--- src/rtl/rr_arbiter_8_pkg.sv ---
// Shared types, constants and the round-robin search used by the 8-way arbiter.
package rr_arbiter_8_pkg;

  localparam int N_REQ = 8;
  localparam int IDX_W = 3;

  typedef enum logic {
    IDLE  = 1'b0,
    GRANT = 1'b1
  } state_t;

  // First set bit of req_vec scanning upward from last+1 with wrap-around.
  // Callers only use the result when req_vec is non-zero.
  function automatic logic [IDX_W-1:0] rr_next(input logic [N_REQ-1:0] req_vec,
                                                input logic [IDX_W-1:0] last);
    logic [IDX_W-1:0] idx;
    logic             found;
    rr_next = last;
    found   = 1'b0;
    for (int i = 1; i <= N_REQ; i++) begin
      idx = last + IDX_W'(i);
      if (!found && req_vec[idx]) begin
        rr_next = idx;
        found   = 1'b1;
      end
    end
  endfunction

endpackage

--- src/rtl/rr_arbiter_8_dec.sv ---
// 3-to-8 one-hot decoder with enable; output is all zero when disabled.
module onehot_dec3to8
  import rr_arbiter_8_pkg::*;
(
  input  logic [IDX_W-1:0] idx,
  input  logic             en,
  output logic [N_REQ-1:0] onehot
);

  always_comb begin
    onehot = '0;
    if (en) onehot[idx] = 1'b1;
  end

endmodule

--- src/rtl/rr_arbiter_8.sv ---
// Eight-requester round-robin arbiter with a bounded hold time per owner.
//   state | meaning
//   IDLE  | no grant active, waiting for any request
//   GRANT | gnt_idx owns the resource; release, preempt or hold each cycle
module rr_arbiter_8
  import rr_arbiter_8_pkg::*;
#(
  parameter int MAX_HOLD = 16
) (
  input  logic             clk,
  input  logic             rst,
  input  logic [N_REQ-1:0] req,
  output logic [N_REQ-1:0] gnt,
  output logic [IDX_W-1:0] gnt_idx,
  output logic             gnt_valid,
  output logic             gnt_new
);

  localparam logic [7:0] HOLD_LAST = 8'(MAX_HOLD - 1);

  state_t           state;
  logic [7:0]       hold_cnt;
  logic [IDX_W-1:0] last_idx;

  logic [N_REQ-1:0] owner_mask;
  logic [N_REQ-1:0] others;
  logic [N_REQ-1:0] search_req;
  logic [IDX_W-1:0] winner;

  // gnt comes straight from registered index/valid, so it stays glitch-free.
  onehot_dec3to8 u_dec (
    .idx    (gnt_idx),
    .en     (gnt_valid),
    .onehot (gnt)
  );

  always_comb begin
    owner_mask = '0;
    owner_mask[gnt_idx] = 1'b1;
    others     = req & ~owner_mask;
    search_req = (state == GRANT) ? others : req;
    winner     = rr_next(search_req, last_idx);
  end

  always_ff @(posedge clk) begin
    if (rst) begin
      state     <= IDLE;
      gnt_idx   <= '0;
      gnt_valid <= 1'b0;
      gnt_new   <= 1'b0;
      hold_cnt  <= '0;
      last_idx  <= IDX_W'(N_REQ - 1);
    end else begin
      case (state)
        IDLE: begin
          gnt_new <= 1'b0;
          if (|req) begin
            gnt_idx   <= winner;
            last_idx  <= winner;
            gnt_valid <= 1'b1;
            gnt_new   <= 1'b1;
            hold_cnt  <= '0;
            state     <= GRANT;
          end
        end
        GRANT: begin
          if (!req[gnt_idx] || (hold_cnt == HOLD_LAST && |others)) begin
            if (|others) begin
              gnt_idx   <= winner;
              last_idx  <= winner;
              gnt_new   <= 1'b1;
              hold_cnt  <= '0;
            end else begin
              gnt_valid <= 1'b0;
              gnt_new   <= 1'b0;
              state     <= IDLE;
            end
          end else begin
            gnt_new <= 1'b0;
            // Saturating: a late competitor preempts on its first pending cycle.
            if (hold_cnt != HOLD_LAST) hold_cnt <= hold_cnt + 8'd1;
          end
        end
        default: state <= IDLE;
      endcase
    end
  end

endmodule

--- config.mk ---
export PLATFORM = sky130hd
export DESIGN_NAME = rr_arbiter_8
export DESIGN_NICKNAME = d
export VERILOG_FILES = /design/src/rtl/rr_arbiter_8_pkg.sv /design/src/rtl/rr_arbiter_8_dec.sv /design/src/rtl/rr_arbiter_8.sv
export SDC_FILE = /design/constraint.sdc
export NUM_CORES = 1
export LEC_CHECK = 0
export BUFFER_PORTS_ARGS = -buffer_cell sky130_fd_sc_hd__buf_2
export CORE_MARGIN = 5
export CORE_UTILIZATION = 55
export CTS_BUF_LIST = sky130_fd_sc_hd__clkbuf_4 sky130_fd_sc_hd__clkbuf_8
export CTS_CLUSTER_SIZE = 28
export DETAILED_ROUTE_END_ITERATION = 8
export GPL_TIMING_DRIVEN = 0
export MAX_ROUTING_LAYER = met4
export PLACE_DENSITY_LB_ADDON = 0.25
export SYNTH_ARGS = -nofsm -noshare
export SYNTH_HDL_FRONTEND = slang
export SYNTH_SLANG_ARGS = --single-unit
--- constraint.sdc ---
create_clock -name clk -period 4.9 [get_ports clk]
set_input_delay 0.245 -clock clk [delete_from_list [all_inputs] [get_ports clk]]
set_output_delay 0.245 -clock clk [all_outputs]
set_load 0.02 [all_outputs]
Word-level counts from Yosys, hierarchy flattened
Cells that the tools add are included.
{ "word_totals": {"regBits": 17, "inputBits": 10, "out_inout_bits": 13} }
{ "op_classes": {"n_addsub": 8, "order_cmp": 10, "n_eq_ne": 8, "n_mux": 56, "n_bitwise": 3, "n_reduce_logical": 23} }
{ "ops": {"columns": ["op", "count"], "rows": [
  ["$mux 8", 6],
  ["$lt 3x4->1 const B", 9],
  ["$mux 3", 11],
  ["$bmux 1 s3", 9],
  ["$mux 1", 24],
  ["$pmux 8 s2", 1],
  ["$reduce_or 8->1", 2],
  ["$add 3x3->3 const B", 4],
  ["$logic_and 1x1->1", 9],
  ["$reduce_and 3->1", 3],
  ["$add 8x1->8 const B", 1],
  ["$and 8x8->8", 1],
  ["$eq 8x4->1 const B", 1],
  ["$logic_not 1->1", 8],
  ["$ne 8x4->1 const B", 1],
  ["$not 8->8", 1],
  ["$add 3x2->3 const B", 2],
  ["$pmux 1 s2", 3],
  ["$pmux 3 s2", 1],
  ["$ne 2x1->1 const B", 2],
  ["$ne 2x2->1 const B", 2],
  ["$add 3x1->3 const B", 1],
  ["$demux 1 s3", 1],
  ["$ge 3x1->1 const B", 1],
  ["4 further kinds", 4]
]} }

Depth between registers and ports, before layout
Gate-level depths: netlist of the first run.
{ "logic_depth": {"ltp_word": 34, "mapped_depth": 16, "depth_no_buf": 10} }

Cells and area by module
From an unflattened synthesis of the first run, not the netlist that was laid out.
{ "hier_totals": {"cells_unflattened": 296, "hier_area_um2": 2233.4} }
{ "by_module_without_submodules": {"columns": ["module", "n_inst", "cells_per_inst", "area_per_inst_um2"], "rows": [
  ["rr_arbiter_8", 1, 288, 2138.3],
  ["onehot_dec3to8", 1, 8, 95.1]
]} }

Worst setup path before layout of the first run
No wires, ideal clock.
{ "synth_timing": {"path_kind": "register to register", "start": "register last_idx[1]", "end": "register gnt_idx[2]", "setup_ns": 0.066, "arrival_time_ns": 3.575, "setup_slack_ns": 1.259, "stages_incl_launch_ff": 16, "period_less_slack_ns": 3.641, "cell_sequence": "dfxtp_1 > clkbuf_1 > clkbuf_1 > inv_1 > buf_2 > ha_1 > clkbuf_4 > nand2_1 > o32ai_1 > mux4_2 > o21bai_1 > or4_1 > buf_6 > a2111oi_4 > a21oi_2 > a21oi_2"} }
{ "synth_via": {"elab_chain_cells": 28, "elab_cells_between_ends": 56} }
{ "synth_lines": {"columns": ["element", "line", "source"], "rows": [
  ["start: declaration", "rr_arbiter_8.sv:23", "logic [IDX_W-1:0] last_idx;"],
  ["start signal: assignment", "rr_arbiter_8.sv:52", "last_idx <= IDX_W'(N_REQ - 1);"],
  ["start signal: assignment", "rr_arbiter_8.sv:59", "last_idx <= winner;"],
  ["start signal: assignment", "rr_arbiter_8.sv:70", "last_idx <= winner;"],
  ["$add 3x1->3", "rr_arbiter_8_pkg.sv:21", "idx = last + IDX_W'(i);"],
  ["$bmux 1 s3", "rr_arbiter_8_pkg.sv:22", "if (!found && req_vec[idx]) begin"],
  ["$mux 1 (implied by the code)", "rr_arbiter_8_pkg.sv:22", null],
  ["$mux 1", "rr_arbiter_8_pkg.sv:22", null],
  ["$logic_not 1->1", "rr_arbiter_8_pkg.sv:22", null],
  ["$logic_and 1x1->1", "rr_arbiter_8_pkg.sv:22", null],
  ["$mux 1", "rr_arbiter_8_pkg.sv:22", null],
  ["$logic_not 1->1", "rr_arbiter_8_pkg.sv:22", null],
  ["(+12 left out)", null, null],
  ["$logic_and 1x1->1", "rr_arbiter_8_pkg.sv:22", null],
  ["$mux 1", "rr_arbiter_8_pkg.sv:22", null],
  ["$logic_not 1->1", "rr_arbiter_8_pkg.sv:22", null],
  ["$logic_and 1x1->1", "rr_arbiter_8_pkg.sv:22", null],
  ["$mux 3 (*)", "rr_arbiter_8_pkg.sv:22", null],
  ["$mux 3", "rr_arbiter_8.sv:68", "if (|others) begin"],
  ["$mux 3", "rr_arbiter_8.sv:67", "if (!req[gnt_idx] || (hold_cnt == HOLD_LAST && |others)) begin"],
  ["$pmux 3 s2 (*)", "rr_arbiter_8.sv:54", "case (state)"],
  ["end signal: assignment", "rr_arbiter_8.sv:58", "gnt_idx <= winner;"],
  ["end signal: assignment", "rr_arbiter_8.sv:69", "gnt_idx <= winner;"],
  ["end: declaration", "rr_arbiter_8.sv:14", "output logic [IDX_W-1:0] gnt_idx,"]
]} }
Mark *: on every way between the ends. The rest lies on a longest branch, timed or not. The select of a mux whose other input is x is not followed.
A chain may end at the register's enable or synchronous reset.

Worst setup path after layout of the first run
Same ends and word-level chain as after synthesis.

==> flow_summary.json, run 1 <==
{
  "critPathCaptureType": "flop",
  "holdWs_ns": 0.300,
  "min_period_over_period_pct": 92.8,
  "dpl.hpwl_um": 4990,
  "synth.largest_area_cell": "dfxtp_1",
  "rsz0062_at_grt": "false",
  "synth-compound-area-share_pct": 26.9,
  "grt.total_usage_pct": 24.8,
  "cts_htree_levels": 1,
  "grt_use_met1_pct": 33.9,
  "grt_busiest_layer": "met2",
  "hold_viol": 0,
  "grt_pass1_vias": 2170,
  "clock.fmax_mhz": 220,
  "power_density_nw_per_um2": 600,
  "drv_slew": 0,
  "start_kind": "flop",
  "die_h_um": 75.7,
  "worstMarginPinSlew_ns": 0.587,
  "max_cap_viol_count": 0,
  "ys.flop_type": "dfxtp_1",
  "grt_overflow": 0,
  "ir_worst_vdd_mv": 0.270,
  "cts_made_buffers": 3,
  "min_period_ns": 4.55,
  "crit_required_ns": 5.09,
  "crit_fanout": 10,
  "synth_xor_area_share_pct": 3.26,
  "ff2ff_setup_slack_ns": 0.35,
  "synth-edff-count": 0,
  "antenna_found_initial": 0,
  "synth_seq_cells": 17,
  "dieWidth_um": 75.7,
  "fin_util_pct": 60.4,
  "synthAdderAreaFrac_pct": 1.58,
  "ys.warnings.count": 0,
  "dpl_cell_area_sq_um": 2530,
  "grt_max_degree": 11,
  "totalWireLength_um": 6540,
  "ioPinCount": 23,
  "nets": 344,
  "async_flop_share_pct": 0,
  "cts_hold_buf": 0,
  "status": "finished clean",
  "final_area_sq_um": 2580,
  "drtIter0Drc": 337,
  "cts_setup_buffers": 0,
  "synth_mux_area_share_pct": 10.9,
  "synth_top_family_by_area": "simple AND/OR/NAND/NOR gates",
  "io_buffers": 17,
  "use_met2_pct": 37.1,
  "setup_viol_count_final": 0,
  "syn_area_sq_um": 2380,
  "skew_ns": 0.000399,
  "fp.dieArea_sq_um": 5740,
  "final_common_cell": "nand2_1",
  "wl_per_cell_um": 17.1,
  "fin_setup_tns_ns": 0,
  "use_met3_pct": 3.43,
  "core_area_sq_um": 4260,
  "cts_tree": "yes",
  "start_util_pct": 55.8,
  "cts_resized": 0,
  "postSynthCellCount": 309,
  "worstHoldPathType": "in2reg",
  "rows": 24,
  "synth_top_cell_area_share_pct": 14.3,
  "leakage_nw": 0.990,
  "final_cell_mix": "nand2_1 (38), nor2_1 (35), buf_2 (22), dfxtp_1 (17), nand2b_1 (16)",
  "antenna_cells": 0,
  "syn_nets": 322,
  "route.detailed.drc": 0,
  "postRouteAntennaNets": 0,
  "cts_buffer_depth": 2,
  "cts_root_buffer": "clkbuf_8",
  "synth_area_leaders": "dfxtp_1 (14%), nand2_1 (6.0%), mux4_2 (5.7%), nor2_1 (5.5%), nand2b_1 (4.2%)",
  "via_count": 2496,
  "worstPathArrival_ns": 4.74,
  "drive_gt1_share_pct": 20.9,
  "slew_headroom_pct": 59.7,
  "area_growth_pct": 8.37,
  "yosysSeqAreaShare_pct": 14.3,
  "insertion_delay_ns": 0.25,
  "gp_congestion": 0.954,
  "cts.reportedPaths.clkPinSlew_ns": 0.06,
  "clock_sinks": 17,
  "yosys.area_share.simple_pct": 32.6,
  "grt_pass1_wl_um": 10800,
  "avgSynthCellArea_sq_um": 7.69,
  "firstDrtPassIters": 5,
  "synth_cell_types": 68,
  "path_class": "reg2reg",
  "viasPerCell": 6.53
}
==> final cells by class <==
| cell class | instances | area (sq um) |
|---|---|---|
| Clock buffer | 4 | 48.8 |
| Timing Repair Buffer | 17 | 85.1 |
| Sequential cell | 17 | 340 |
| Fill cell | 392 | 1690 |
| Tap cell | 52 | 65.1 |
| Inverter | 15 | 56.3 |
| Multi-Input combinational cell | 248 | 1790 |
| Buffer | 29 | 190 |
==> cells in the mapped netlist (all sizes together) (7+ instances only) <==
| master | instances |
|---|---|
| o32ai | 11 |
| mux4 | 8 |
| nand3 | 8 |
| nand2 | 39 |
| o22ai | 8 |
| buf | 16 |
| clkbuf | 13 |
| nand2b | 16 |
| nor2 | 35 |
| dfxtp | 17 |
| a21oi | 13 |
| nor3 | 7 |
| inv | 15 |
==> sequential cells by signal, summed over array words and instances (netlist names) <==
name and cells:
gnt_idx 3, gnt_new 1, gnt_valid 1, hold_cnt 8, last_idx 3, state 1
==> metrics by stage <==
stage                     instances  setup slack [ns]  power (mW)
final                           382             0.353        1.54
after global routing            382            0.0747        1.66
after CTS                       382             0.459        1.52
after detailed placement        378             0.488        1.41
after global placement          378             0.459        1.40
after floorplan                 309              1.26        1.16
==> cells by family (layout without fill, tap and decap cells) <==
group / count (synthesis) / count (layout)
and+or+nand+nor: 143 / 143
AOI/OAI and AO/OA: 79 / 79
adders and majority gates: 3 / 3
buffers and inverters: 44 / 65
xor gates and xnor gates: 8 / 8
muxes: 15 / 15
DFF: 17 / 17
==> power by group <==
group	switching, mW	internal (mW)
Clock	0.0478	0.0633
Combinational	0.732	0.516
Sequential	0.0244	0.161
==> worst max-delay path: stages, from the launching register on <==
cell and delay (ns):
dfxtp_1 0.36, clkbuf_1 0.32, clkbuf_1 0.45, inv_1 0.18, buf_2 0.22, ha_1 0.36, clkbuf_4 0.22, clkbuf_1 0.44
o32ai_1 0.22, o2bb2ai_1 0.31, o21ai_0 0.17, or4_1 0.56, buf_6 0.17, a2111oi_4 0.31, a21oi_2 0.06, a21oi_2 0.13
==> path summary, 6_finish.rpt <==
check                                 start          end  depth (start not counted)
worst max-delay path            last_idx[1]   gnt_idx[2]                         15
worst min-delay path                    rst  last_idx[0]                          3
worst max register to register  last_idx[1]   gnt_idx[2]                         15
worst min register to register  hold_cnt[1]  hold_cnt[1]                          2
==> per-layer routing <==
metal | part of all wire, % | wire length (um)
met1 | 45 | 2930
met2 | 45 | 2970
met3 | 6.6 | 430
met4 | 3.1 | 204
met5 | 0 | 0
(Power assumes the default switching activity.)
==> run 2, diff against run 1 <==
--- a/config.mk
+++ b/config.mk
@@ -6,8 +6,11 @@
 export NUM_CORES = 1
 export LEC_CHECK = 0
 export BUFFER_PORTS_ARGS = -buffer_cell sky130_fd_sc_hd__buf_2
+export CAP_MARGIN = 10
+export CELL_PAD_IN_SITES_DETAIL_PLACEMENT = 2
+export CELL_PAD_IN_SITES_GLOBAL_PLACEMENT = 2
 export CORE_MARGIN = 5
-export CORE_UTILIZATION = 55
+export CORE_UTILIZATION = 36
 export CTS_BUF_LIST = sky130_fd_sc_hd__clkbuf_4 sky130_fd_sc_hd__clkbuf_8
 export CTS_CLUSTER_SIZE = 28
 export DETAILED_ROUTE_END_ITERATION = 8
==> run 2 against run 1 <==
  * Total power is 5.6% higher
  * Combinational power is 6% higher
  * Die area is 45% higher
  * Register-to-register slack hardly changed
  * Count of clock-buffer cells in the layout is 1 lower
==> flow_summary.json, run 2 (same netlist as run 1, synthesis figures left out) <==
{
  "max_cap_viol_count": 0,
  "leakage_nw": 0.992,
  "crit_fanout": 10,
  "die_h_um": 91.3,
  "ff2ff_path_depth": 15,
  "largest_reg_flops": 8,
  "post-place-cells": 403,
  "rsz0062_at_grt": "false",
  "rows": 29,
  "min_period_over_period_pct": 93.0,
  "power_density_nw_per_um2": 626,
  "fill_cells": 770,
  "firstDrtPassIters": 4,
  "grt_max_degree": 11,
  "gp_congestion": 0.890,
  "grt_pass1_vias": 2829,
  "cts_htree_levels": 1,
  "worstPathArrival_ns": 4.70,
  "final_common_cell": "nand2_1",
  "min_period_ns": 4.56,
  "dpl_cell_area_sq_um": 2560,
  "hold_depth": 3,
  "grt.total_usage_pct": 22.9,
  "instances_no_fill": 407,
  "setup_slack_ns": 0.342,
  "viasPerCell": 6.25,
  "route.detailed.drc": 0,
  "antenna_cells": 0,
  "hold_path_end": "last_idx[0]",
  "drive_gt1_share_pct": 21.2,
  "via_count": 2542,
  "ff2ff_setup_slack_ns": 0.34,
  "cts_setup_buffers": 0,
  "r2r-end": "last_idx[0]",
  "nets": 344,
  "ir_worst_vdd_mv": 0.336,
  "r2r_start": "last_idx[1]",
  "critPathCaptureType": "flop",
  "regMostFlops": "hold_cnt",
  "skew_ns": 0.00545,
  "drtIter0Drc": 83,
  "final_area_sq_um": 2610,
  "hold_path_startpoint": "rst",
  "dieWidth_um": 91.3,
  "clock.fmax_mhz": 219,
  "top_regs": "hold_cnt (8), gnt_idx (3), last_idx (3)",
  "cts_root_buffer": "clkbuf_8",
  "insertion_delay_ns": 0.26,
  "dpl.hpwl_um": 7270,
  "cts_tree": "yes",
  "grt_pass1_wl_um": 15200,
  "cts_made_buffers": 3,
  "postRouteAntennaNets": 0,
  "worstHoldPathType": "in2reg",
  "start_kind": "flop",
  "grt_overflow": 0,
  "cts.reportedPaths.clkPinSlew_ns": 0.07,
  "io_buffers": 17,
  "totalWireLength_um": 9160,
  "path_class": "reg2reg",
  "slew_headroom_pct": 55.7,
  "core_area_sq_um": 6390,
  "place_ws_ns": 0.116,
  "status": "finished clean",
  "hold_viol": 0,
  "critPathLaunch": "last_idx[1]",
  "area_growth_pct": 9.63,
  "fin_util_pct": 40.8,
  "setup_viol_count_final": 0,
  "crit_required_ns": 5.04,
  "wl_per_cell_um": 22.5,
  "antenna_found_initial": 0,
  "clock_sinks": 17,
  "fin_setup_tns_ns": 0,
  "start_util_pct": 37.2,
  "ioPinCount": 23,
  "cts_buffer_depth": 2,
  "final_cell_mix": "nand2_1 (38), nor2_1 (35), buf_2 (22), dfxtp_1 (17), nand2b_1 (16)",
  "worstMarginPinSlew_ns": 0.647,
  "drv_slew": 0,
  "fp.dieArea_sq_um": 8330
}
run 2: cell types whose count changed in the layout (fill, tap and decap cells not counted):
| cell | previous run | this run |
|---|---|---|
| clkbuf_1 | 12 | 11 |
| clkbuf_2 | 0 | 1 |
| clkbuf_4 | 2 | 1 |
| clkinv_2 | 0 | 1 |
run 2: cell type report:
class | instances | area (sq um) | area share, %
Clock buffer | 3 | 41.3 | 1.58
Tap cell | 77 | 96.3 | 3.70
Clock inverter | 1 | 5.00 | 0.192
Sequential cell | 17 | 340 | 13.1
Inverter | 15 | 56.3 | 2.16
Timing Repair Buffer | 17 | 85.1 | 3.26
Buffer | 29 | 191 | 7.35
Multi-Input combinational cell | 248 | 1790 | 68.7
run 2: timing repair:
| item | in CTS | in global routing |
|---|---|---|
| hold buffers | 0 | 0 |
| gates resized for setup | 0 | 2 |
| endpoints found under the setup margin | 0 | 6 |
run 2: layer usage:
layer	routed length [um]	part of all wire [%]	vias up	GRT usage (%)
li1	-	-	1198	-
met1	4060	44	1272	28.5
met2	4670	51	53	39.8
met3	200	2.2	19	1.65
met4	223	2.4	0	6.36
met5	0	0	-	-
run 2: worst max-delay path by stage:
stage	cells after the start	end	slack (ns)
5_1_grt	15	last_idx[0]	0.03
4_1_cts	15	last_idx[0]	0.08
6_report	15	last_idx[0]	0.34
3_3_place_gp	15	last_idx[0]	0.27
3_5_place_dp	15	last_idx[0]	0.12
2_1_floorplan	15	gnt_idx[2]	1.26
run 2: per-stage QoR:
step           hold WS, ns  total power [mW]
2_1_floorplan        0.411              1.16
3_3_place_gp         0.463              1.44
3_5_place_dp         0.480              1.51
4_1_cts              0.317              1.63
5_1_grt              0.333              1.76
6_report             0.320              1.63
run 2: report_power, final:
| group | total (mW) | switching (mW) | internal, mW |
|---|---|---|---|
| logic | 1.33 | 0.811 | 0.517 |
| registers | 0.189 | 0.0278 | 0.161 |
| clock network | 0.113 | 0.0561 | 0.0567 |
run 2: worst max-delay path, cell delays in order, from the launching register on:
cell	delay, ns
dfxtp_1	0.36
clkbuf_1	0.35
clkbuf_2	0.36
inv_1	0.15
buf_2	0.21
ha_1	0.39
clkbuf_4	0.24
clkbuf_1	0.45
o32ai_1	0.23
o2bb2ai_1	0.33
o21ai_0	0.18
or4_1	0.57
buf_6	0.17
o221ai_4	0.24
nand2_2	0.08
mux2i_1	0.12
==> run 3, diff against run 2 <==
--- a/config.mk
+++ b/config.mk
@@ -9,6 +9,7 @@
 export CAP_MARGIN = 10
 export CELL_PAD_IN_SITES_DETAIL_PLACEMENT = 2
 export CELL_PAD_IN_SITES_GLOBAL_PLACEMENT = 2
+export CORE_ASPECT_RATIO = 0.7
 export CORE_MARGIN = 5
 export CORE_UTILIZATION = 36
 export CTS_BUF_LIST = sky130_fd_sc_hd__clkbuf_4 sky130_fd_sc_hd__clkbuf_8
==> run 3 against run 2 <==
  * Register-to-register slack improved by 0.05 ns
  * Clock power barely moved
  * Final area rose by 0.77%
  * Total power rose by 0.27%
  * Clock skew rose by 0.0012 ns
  * First-iteration DRC count rose by 35%
  * Sequential share of layout area fell by 0.10 points
  * Setup slack improved by 0.053 ns
==> flow_summary.json, run 3 (same netlist as run 1, synthesis figures left out) <==
{
  "worstHoldPathType": "in2reg",
  "holdWs_ns": 0.301,
  "final_common_cell": "nand2_1",
  "cts_htree_levels": 1,
  "instances_no_fill": 421,
  "crit_family": "buffers and inverters",
  "clock_sinks": 17,
  "crit_chain": "clkbuf_1, clkbuf_2, inv_1, buf_2, ha_1, clkbuf_4, clkbuf_1, o32ai_1, o2bb2ai_1, o21ai_0, or4_1, buf_6, o21bai_2, nor3_1, a22oi_1",
  "power_density_nw_per_um2": 623,
  "clock.fmax_mhz": 222,
  "min_period_ns": 4.50,
  "drtIter0Drc": 112,
  "cts_tree": "yes",
  "grt_pass1_vias": 2584,
  "drive_gt1_share_pct": 21.2,
  "totalWireLength_um": 9120,
  "max_cap_viol_count": 0,
  "grt_pass1_wl_um": 14400,
  "via_count": 2587,
  "cts_made_buffers": 3,
  "die_h_um": 78.0,
  "drv_slew": 0,
  "hold_path_end": "last_idx[0]",
  "ioPinCount": 23,
  "cts_hold_buf": 0,
  "ff2ff_path_depth": 15,
  "wl_met1_um": 4500,
  "ff2ff_setup_slack_ns": 0.40,
  "r2r-end": "last_idx[1]",
  "hold_depth": 3,
  "cts.reportedPaths.clkPinSlew_ns": 0.07,
  "post-place-cells": 417,
  "fp.dieArea_sq_um": 8350,
  "r2r_start": "last_idx[1]",
  "ir_worst_vdd_mv": 0.194,
  "skew_ns": 0.00664,
  "dieWidth_um": 107,
  "core_area_sq_um": 6340,
  "rsz0062_at_grt": "false",
  "wl_met2_um": 4000,
  "io_buffers": 17,
  "antenna_cells": 0,
  "cts_buffer_depth": 2,
  "wl_met3_um": 570,
  "status": "finished clean",
  "hold_viol": 0,
  "viasPerCell": 6.14,
  "top_regs": "hold_cnt (8), gnt_idx (3), last_idx (3)",
  "final_cell_mix": "nand2_1 (38), nor2_1 (35), buf_2 (22), dfxtp_1 (17), nand2b_1 (16)",
  "largest_reg_flops": 8,
  "critPathCaptureType": "flop",
  "critPathLaunch": "last_idx[1]",
  "dpl.hpwl_um": 7270,
  "route.detailed.drc": 0,
  "firstDrtPassIters": 4,
  "area_growth_pct": 10.5,
  "crit_fanout": 10,
  "start_kind": "flop",
  "regMostFlops": "hold_cnt",
  "cts_root_buffer": "clkbuf_8",
  "gp_congestion": 0.931,
  "top_layer": "met4",
  "rows": 24,
  "grt.total_usage_pct": 22.4,
  "crit_top_cell": "clkbuf_1",
  "worstMarginPinSlew_ns": 0.624,
  "worst_path_largest_cell_delay_ns": 0.57,
  "slew_headroom_pct": 57.2,
  "start_util_pct": 37.5,
  "path_class": "reg2reg",
  "fin_setup_tns_ns": 0,
  "antenna_found_initial": 0,
  "leakage_nw": 0.993,
  "min_period_over_period_pct": 91.9,
  "wl_per_cell_um": 21.7,
  "nets": 344,
  "slowest_stage": "or4_1",
  "hold_path_startpoint": "rst",
  "cp.depth": 15,
  "worstPathArrival_ns": 4.68,
  "postRouteAntennaNets": 0,
  "cp_num_buf_inv": 7,
  "insertion_delay_ns": 0.25,
  "fin_util_pct": 41.4,
  "grt_overflow": 0,
  "crit_required_ns": 5.07,
  "setup_viol_count_final": 0,
  "cts_setup_buffers": 0,
  "p_total_mw": 1.64,
  "grt_max_degree": 11
}
## run 3: layer usage
metal  up-vias  global-route usage [%]
met3         7                    4.31
met2        59                    33.0
met1      1324                    32.2
li1       1197                       -
met5         -                       -
met4         0                    3.45
## run 3: repair_timing
| item | CTS | global route |
|---|---|---|
| hold endpoints to repair | 0 | 0 |
| resized for setup | 0 | 2 |
| endpoints found under the setup margin | 0 | 6 |
## run 3: worst max path at each step
stage                             end  slack (ns)
after global placement    last_idx[0]        0.29
after global routing      last_idx[1]        0.05
after detailed placement   gnt_idx[2]        0.25
final                     last_idx[1]        0.40
after floorplan            gnt_idx[2]        1.26
after CTS                  gnt_idx[2]        0.22
## run 3: power breakdown
group	leakage [nW]	internal [mW]	switching, mW
Sequential	0.140	0.161	0.0267
Clock	0.0262	0.0632	0.0468
Combinational	0.827	0.517	0.820
Total	0.993	0.742	0.893
## run 3: area by class of cell
| class | count | area, sq um |
|---|---|---|
| Timing Repair Buffer | 17 | 85.1 |
| Tap cell | 91 | 114 |
| Fill cell | 754 | 3710 |
| Buffer | 29 | 191 |
| Inverter | 15 | 56.3 |
| Multi-Input combinational cell | 248 | 1790 |
| Clock buffer | 4 | 48.8 |
| Sequential cell | 17 | 340 |
## run 3: through the flow
stage               setup WS [ns]  cell area [sq um]
floorplan                    1.26               2380
global placement            0.288               2580
detailed placement          0.252               2580
CTS                         0.218               2630
global route               0.0496               2630
finish                      0.395               2630
## run 3: worst min-delay path: stages
cell and delay (ns):
buf_2 0.10, nor2_1 0.05, mux2i_1 0.11
